[src/rtl/pipelined_decode_controller_pkg.sv]
// Shared MIPS decode constants, control bundle type and interlock FSM states
// for the ID-stage decode controller.
package MIPSConstants;

    localparam logic [5:0] OP_RTYPE = 6'h00;
    localparam logic [5:0] OP_J     = 6'h02;
    localparam logic [5:0] OP_BEQ   = 6'h04;
    localparam logic [5:0] OP_BNE   = 6'h05;
    localparam logic [5:0] OP_ADDI  = 6'h08;
    localparam logic [5:0] OP_SLTI  = 6'h0A;
    localparam logic [5:0] OP_ANDI  = 6'h0C;
    localparam logic [5:0] OP_ORI   = 6'h0D;
    localparam logic [5:0] OP_XORI  = 6'h0E;
    localparam logic [5:0] OP_LUI   = 6'h0F;
    localparam logic [5:0] OP_LW    = 6'h23;
    localparam logic [5:0] OP_SW    = 6'h2B;

    localparam logic [3:0] ARCTRL_ZERO = 4'd0;
    localparam logic [3:0] ARCTRL_ADD  = 4'd1;
    localparam logic [3:0] ARCTRL_SUB  = 4'd2;
    localparam logic [3:0] ARCTRL_AND  = 4'd3;
    localparam logic [3:0] ARCTRL_OR   = 4'd4;
    localparam logic [3:0] ARCTRL_XOR  = 4'd5;
    localparam logic [3:0] ARCTRL_SLT  = 4'd6;
    localparam logic [3:0] ARCTRL_LU   = 4'd7;
    localparam logic [3:0] ARCTRL_FUNC = 4'd8;

    localparam logic [1:0] BRANCH_OFF = 2'd0;
    localparam logic [1:0] BRANCH_BEQ = 2'd1;
    localparam logic [1:0] BRANCH_BNE = 2'd2;

    typedef struct packed {
        logic       reg_dst;
        logic       jump;
        logic       mem_read;
        logic       mem_to_reg;
        logic       mem_write;
        logic       alu_src;
        logic       reg_write;
        logic [1:0] branch;
        logic [3:0] arctrl;
        logic       valid;
    } ctrl_bundle_t;

    localparam ctrl_bundle_t CTRL_BUBBLE = '{
        reg_dst:    1'b0,
        jump:       1'b0,
        mem_read:   1'b0,
        mem_to_reg: 1'b0,
        mem_write:  1'b0,
        alu_src:    1'b0,
        reg_write:  1'b0,
        branch:     BRANCH_OFF,
        arctrl:     ARCTRL_ZERO,
        valid:      1'b0
    };

    typedef enum logic [1:0] {
        RUN,
        STALL,
        FLUSH
    } ctrl_state_t;

    // Unknown opcodes fall through as a valid all-zero NOP bundle.
    function automatic ctrl_bundle_t decode_opcode(input logic [5:0] op);
        ctrl_bundle_t b;
        b       = CTRL_BUBBLE;
        b.valid = 1'b1;
        case (op)
            OP_RTYPE: begin b.reg_dst = 1'b1; b.reg_write = 1'b1; b.arctrl = ARCTRL_FUNC; end
            OP_ADDI:  begin b.alu_src = 1'b1; b.reg_write = 1'b1; b.arctrl = ARCTRL_ADD;  end
            OP_ANDI:  begin b.alu_src = 1'b1; b.reg_write = 1'b1; b.arctrl = ARCTRL_AND;  end
            OP_ORI:   begin b.alu_src = 1'b1; b.reg_write = 1'b1; b.arctrl = ARCTRL_OR;   end
            OP_XORI:  begin b.alu_src = 1'b1; b.reg_write = 1'b1; b.arctrl = ARCTRL_XOR;  end
            OP_SLTI:  begin b.alu_src = 1'b1; b.reg_write = 1'b1; b.arctrl = ARCTRL_SLT;  end
            OP_LUI:   begin b.alu_src = 1'b1; b.reg_write = 1'b1; b.arctrl = ARCTRL_LU;   end
            OP_SW:    begin b.alu_src = 1'b1; b.mem_write = 1'b1; b.arctrl = ARCTRL_ADD;  end
            OP_LW: begin
                b.alu_src    = 1'b1;
                b.mem_read   = 1'b1;
                b.mem_to_reg = 1'b1;
                b.reg_write  = 1'b1;
                b.arctrl     = ARCTRL_ADD;
            end
            OP_BEQ:   begin b.branch = BRANCH_BEQ; b.arctrl = ARCTRL_SUB; end
            OP_BNE:   begin b.branch = BRANCH_BNE; b.arctrl = ARCTRL_SUB; end
            OP_J:     begin b.jump = 1'b1; b.arctrl = ARCTRL_ZERO; end
            default:  ;
        endcase
        return b;
    endfunction

endpackage

[src/rtl/pipelined_decode_controller_hazard.sv]
// Combinational load-use hazard detector: a load in EX whose destination is
// a source of the instruction currently in ID.
module hazard_detector
    import MIPSConstants::*;
#(
    parameter int OPCODE_WIDTH   = 6,
    parameter int REG_ADDR_WIDTH = 5
) (
    input  logic [OPCODE_WIDTH-1:0]   opcode,
    input  logic [REG_ADDR_WIDTH-1:0] id_rs,
    input  logic [REG_ADDR_WIDTH-1:0] id_rt,
    input  logic                      id_valid,
    input  logic                      ex_mem_read,
    input  logic [REG_ADDR_WIDTH-1:0] ex_rt,
    input  logic                      ex_valid,
    output logic                      hazard
);

    logic reads_rt;
    logic rs_match;
    logic rt_match;

    // Only R-type, SW and branches actually read rt as a source.
    assign reads_rt = (opcode == OP_RTYPE) || (opcode == OP_SW) ||
                      (opcode == OP_BEQ)   || (opcode == OP_BNE);
    assign rs_match = (ex_rt == id_rs);
    assign rt_match = (ex_rt == id_rt) && reads_rt;

    assign hazard = id_valid && ex_valid && ex_mem_read && (ex_rt != '0) &&
                    (rs_match || rt_match);

endmodule

[src/rtl/pipelined_decode_controller.sv]
// ID-stage decode controller with load-use stall, taken-branch flush and jump
// squash interlocks. Optional CTRL_PERF_COUNTERS_EN adds stall/flush counters.
module pipelined_decode_controller
    import MIPSConstants::*;
#(
    parameter int OPCODE_WIDTH    = 6,
    parameter int REG_ADDR_WIDTH  = 5,
    parameter int LOAD_USE_STALLS = 1,
    parameter int FLUSH_BUBBLES   = 2
) (
    input  logic                      clock,
    input  logic                      reset,
    input  logic [OPCODE_WIDTH-1:0]   opcode,
    input  logic [REG_ADDR_WIDTH-1:0] idRs,
    input  logic [REG_ADDR_WIDTH-1:0] idRt,
    input  logic                      idValid,
    input  logic                      exMemRead,
    input  logic [REG_ADDR_WIDTH-1:0] exRt,
    input  logic                      exValid,
    input  logic                      branchTaken,
    output logic                      ctrlRegDst,
    output logic                      ctrlJump,
    output logic                      ctrlMemRead,
    output logic                      ctrlMemToReg,
    output logic                      ctrlMemWrite,
    output logic                      ctrlAluSrc,
    output logic                      ctrlRegWrite,
    output logic [1:0]                ctrlBranch,
    output logic [3:0]                ctrlArctrl,
    output logic                      ctrlValid,
    output logic                      pcWriteEnable,
    output logic                      ifIdWriteEnable,
    output logic                      ifIdFlush
`ifdef CTRL_PERF_COUNTERS_EN
    ,
    output logic [31:0]               stallCycles,
    output logic [31:0]               flushCycles
`endif
);

    localparam logic [2:0] STALL_RELOAD = 3'(LOAD_USE_STALLS - 1);
    localparam logic [2:0] FLUSH_RELOAD = 3'(FLUSH_BUBBLES - 1);

    ctrl_state_t  state_q, state_d;
    logic [2:0]   cnt_q, cnt_d;
    ctrl_bundle_t ctrl_q, ctrl_d;
    ctrl_bundle_t decoded;
    logic         hazard;
    logic         pc_we, ifid_we, ifid_flush;

    hazard_detector #(
        .OPCODE_WIDTH   (OPCODE_WIDTH),
        .REG_ADDR_WIDTH (REG_ADDR_WIDTH)
    ) u_hazard (
        .opcode      (opcode),
        .id_rs       (idRs),
        .id_rt       (idRt),
        .id_valid    (idValid),
        .ex_mem_read (exMemRead),
        .ex_rt       (exRt),
        .ex_valid    (exValid),
        .hazard      (hazard)
    );

    always_comb begin
        decoded       = decode_opcode(opcode);
        decoded.valid = idValid;
    end

    always_comb begin
        state_d    = state_q;
        cnt_d      = cnt_q;
        ctrl_d     = CTRL_BUBBLE;
        pc_we      = 1'b0;
        ifid_we    = 1'b0;
        ifid_flush = 1'b0;

        // A taken branch overrides every state, including an in-progress stall.
        if (branchTaken) begin
            pc_we      = 1'b1;
            ifid_we    = 1'b1;
            ifid_flush = 1'b1;
            if (FLUSH_BUBBLES > 1) begin
                state_d = FLUSH;
                cnt_d   = FLUSH_RELOAD;
            end else begin
                state_d = RUN;
            end
        end else begin
            case (state_q)
                RUN: begin
                    if (hazard) begin
                        if (LOAD_USE_STALLS > 1) begin
                            state_d = STALL;
                            cnt_d   = STALL_RELOAD;
                        end
                    end else begin
                        ctrl_d     = decoded;
                        pc_we      = 1'b1;
                        ifid_we    = 1'b1;
                        ifid_flush = idValid && (opcode == OP_J);
                    end
                end
                STALL: begin
                    if (cnt_q > 3'd1) cnt_d = cnt_q - 3'd1;
                    else              state_d = RUN;
                end
                FLUSH: begin
                    pc_we      = 1'b1;
                    ifid_we    = 1'b1;
                    ifid_flush = 1'b1;
                    if (cnt_q > 3'd1) cnt_d = cnt_q - 3'd1;
                    else              state_d = RUN;
                end
                default: state_d = RUN;
            endcase
        end
    end

    always_ff @(posedge clock or posedge reset) begin
        if (reset) begin
            state_q <= RUN;
            cnt_q   <= '0;
            ctrl_q  <= CTRL_BUBBLE;
        end else begin
            state_q <= state_d;
            cnt_q   <= cnt_d;
            ctrl_q  <= ctrl_d;
        end
    end

    assign pcWriteEnable   = pc_we      && !reset;
    assign ifIdWriteEnable = ifid_we    && !reset;
    assign ifIdFlush       = ifid_flush && !reset;

    assign ctrlRegDst   = ctrl_q.reg_dst;
    assign ctrlJump     = ctrl_q.jump;
    assign ctrlMemRead  = ctrl_q.mem_read;
    assign ctrlMemToReg = ctrl_q.mem_to_reg;
    assign ctrlMemWrite = ctrl_q.mem_write;
    assign ctrlAluSrc   = ctrl_q.alu_src;
    assign ctrlRegWrite = ctrl_q.reg_write;
    assign ctrlBranch   = ctrl_q.branch;
    assign ctrlArctrl   = ctrl_q.arctrl;
    assign ctrlValid    = ctrl_q.valid;

`ifdef CTRL_PERF_COUNTERS_EN
    logic [31:0] stall_cycles_q, stall_cycles_d;
    logic [31:0] flush_cycles_q, flush_cycles_d;

    always_comb begin
        stall_cycles_d = stall_cycles_q;
        flush_cycles_d = flush_cycles_q;
        if (!pcWriteEnable && (stall_cycles_q != '1)) stall_cycles_d = stall_cycles_q + 32'd1;
        if (ifIdFlush && (flush_cycles_q != '1))      flush_cycles_d = flush_cycles_q + 32'd1;
    end

    always_ff @(posedge clock or posedge reset) begin
        if (reset) begin
            stall_cycles_q <= '0;
            flush_cycles_q <= '0;
        end else begin
            stall_cycles_q <= stall_cycles_d;
            flush_cycles_q <= flush_cycles_d;
        end
    end

    assign stallCycles = stall_cycles_q;
    assign flushCycles = flush_cycles_q;
`endif

endmodule

[config.mk]
export PLATFORM = sky130hd
export DESIGN_NAME = pipelined_decode_controller
export DESIGN_NICKNAME = d
export VERILOG_FILES = /design/src/rtl/pipelined_decode_controller_pkg.sv /design/src/rtl/pipelined_decode_controller_hazard.sv /design/src/rtl/pipelined_decode_controller.sv
export SDC_FILE = /design/constraint.sdc
export NUM_CORES = 1
export LEC_CHECK = 0
export CAP_MARGIN = 10
export CORE_MARGIN = 2
export CORE_UTILIZATION = 41
export DETAILED_ROUTE_END_ITERATION = 12
export PLACE_DENSITY = 0.77
export SLEW_MARGIN = 10
export SYNTH_ARGS = -nofsm -noshare
export SYNTH_HDL_FRONTEND = slang
export SYNTH_HIERARCHICAL = 1
export SYNTH_SLANG_ARGS = --single-unit
[constraint.sdc]
create_clock -name clock -period 3.2 [get_ports clock]
set_input_delay 0.64 -clock clock [delete_from_list [all_inputs] [get_ports clock]]
set_output_delay 0.64 -clock clock [all_outputs]
set_load 0.01 [all_outputs]
==> impl_metrics.tcl <==
set metrics [dict create \
    yosys_most_used_dff "dfrtp_1" \
    path_clk_slew_ns 0.09 \
    tns_ns 0 \
    via_per_inst 5.17 \
    ff2ff_path_depth 3 \
    fillerInstances 187 \
    hold-path-endpoint "cnt_q[2]" \
    synth_nets 132 \
    clock_latency_ns 0.28 \
    r2r_setup_slack_ns 1.57 \
    grt_max_degree 18 \
    drt-wirelength-per-cell_um 12.5 \
    status "finished, final reports clean" \
    relSlewSlack 0.601 \
    min_period_ns 3.08 \
    peakVddDrop_v 0.000245 \
    post-cts-setup-buffers 0 \
    drv_cap 0 \
    hold_ws_ns 0.605 \
    die_h_um 53.4 \
    rr_endpoint "ctrlMemWrite" \
    core_area_sq_um 2250 \
    crit_fanout 2 \
    critPathRequiredTime_ns 2.56 \
    syn-cell-area_sq_um 1000 \
    worstPathArrival_ns 2.44 \
    cts_sinks 17 \
    fp-row-count 17 \
    stdcell_count 184 \
    cts.htree.levels 1 \
    rsz0062_at_grt "false" \
    slowest_stage "a2111o_1" \
    ys_async_sr_fraction 1.00 \
    die_w_um 53.4 \
    hold_viol 0 \
    worstHoldPathType "reg -> reg" \
    synth_edf_count 0 \
    min_from "cnt_q[2]" \
    end_kind "output pin" \
    seq_area_frac_synth 0.425 \
    skew_ns 0.00451 \
    root_buffer "clkbuf_4" \
    r2r_start "state_q[1]" \
    period_share 0.963 \
    antenna_left 0 \
    nNetsFinal 186 \
    critPathLaunchType "input port" \
    ys.warnings.count 6 \
    setup_viol 0 \
    synthCells 103 \
    cts_tree "built" \
    top_level_ports 44 \
    synth.ff_latch_count 17 \
    pre_cts_ws_ns -0.350 \
    hold_depth 2 \
    initialDrtViolationCount 15 \
    avgSynthCellArea_sq_um 9.72 \
    initial_utilization 0.444 \
    yosysUniqueCellTypes 33 \
    crit_chain "clkdlybuf4s50_1, or4_1, a2111o_1, a21oi_2, nor4b_2, nand3_1, a21oi_2, buf_2" \
    power_mw 0.561 \
    regArea_sq_um 425 \
    drive_gt1_frac 0.186 \
    slowest_delay_ns 0.44 \
    grt_overflow 0 \
    power_density_nw_per_um2 358 \
    maxSlewViolCount 0 \
    grt_pass1_wl_um 3730 \
    wirelength_um 2300 \
    max_clock_freq_mhz 325 \
    largest_reg_flops 4 \
    multi_input_area_sq_um 544 \
    track_usage 0.179 \
    clockBufferDepth 2 \
    place.port_buffers 43 \
    path_class "in -> out" \
    num_vias 951 \
    antenna_found_initial 0 \
    worstMarginPinSlew_ns 0.598 \
    gp_congestion 0.735 \
    firstDrtPassIters 4 \
    dpl.cell_count 180 \
    die_area_sq_um 2850 \
    layout-area-overhead-vs-synth_pct 56.4 \
    antenna_cells 0 \
    path_common_cell "a21oi_2" \
    cellLeakagePower_nw 0.719 \
    grt_pass1_vias 903 \
    dpl.hpwl_um 1870 \
    fin_ws_ns 0.118 \
    drc 0 \
    cts_made_buffers 3 \
]
[worst max path at each step]
stage                         start             to  slack, ns
after CTS                 opcode[0]  pcWriteEnable      -0.05
after global placement      exRt[1]      ifIdFlush      -0.33
final                     opcode[1]      ifIdFlush       0.12
after floorplan           opcode[1]  pcWriteEnable       0.47
after global routing        exRt[4]      ifIdFlush       0.01
after detailed placement    exRt[1]      ifIdFlush      -0.35
[critical path: cells and delay by family]
family	cells	cell delay, ns
and+or+nand+nor	3	0.58
buffers and inverters	2	0.55
AOI/OAI and AO/OA	3	0.68
[cell usage after synthesis, types with 4 or more instances]
cell	n	area, sq um
nor2b_1	5	31.3
a21oi_1	8	40.0
nor2_1	7	26.3
and3_1	4	25.0
nand2_1	5	18.8
buf_4	5	37.5
or4_1	4	30.0
dfrtp_1	17	425
xor2_1	4	35.0
xnor2_1	7	61.3
inv_1	4	15.0
[stage by stage]
step / utilization / instance area (sq um)
after floorplan: - / 1000
after global placement: 0.671 / 1510
after detailed placement: 0.671 / 1510
after CTS: 0.686 / 1550
after global routing: 0.694 / 1570
final: 0.694 / 1570
[timing repair]
action	in CTS	in global routing
pin swaps	1	7
endpoints found under the hold margin	0	0
setup endpoints to repair	3	3
hold buffers	0	0
resized for setup	8	15
[report_power, final]
| group | internal (mW) | switching, mW |
|---|---|---|
| combinational | 0.105 | 0.0988 |
| sequential | 0.232 | 0.0185 |
| clock | 0.0483 | 0.0586 |
[routing by layer]
layer	GRT usage	part of all wire	vias to the layer above
li1	-	-	480
met1	0.218	0.42	426
met2	0.317	0.50	41
met3	0.0282	0.067	4
met4	0.0556	0.011	0
met5	0	0	-
[cell usage in the layout, fill, tap and decap left out, types with 2 or more instances in the layout]
cell type and count:
or4_1 3, ha_1 2, nand4_1 3, a21oi_2 2, and3_1 4, and4b_1 2
dfrtp_1 17, clkbuf_2 2, xnor2_1 7, nor2_1 7, o21bai_1 2, a21oi_1 6
buf_4 12, nand3_1 2, nor3_1 3, clkbuf_4 3, nand2_1 5, clkdlybuf4s50_1 33
o21ai_0 3, dlymetal6s2s_1 6, xor2_1 4, nor2b_1 4, inv_1 4
[cell families after synthesis]
logic type	after synthesis	synth area share
xor gates and xnor gates	11	0.0962
buffers and inverters	10	0.0575
adders and majority gates	2	0.0250
DFF	17	0.425
AOI/OAI and AO/OA	21	0.141
and+or+nand+nor	42	0.255
[cell type report]
type | count | area share
Tap cell | 28 | 0.0224
Multi-Input combinational cell | 76 | 0.348
Sequential cell | 17 | 0.272
Clock buffer | 4 | 0.0168
Inverter | 4 | 0.00959
Timing Repair Buffer | 55 | 0.332
No activity file was read; power rests on OpenSTA's default activity.
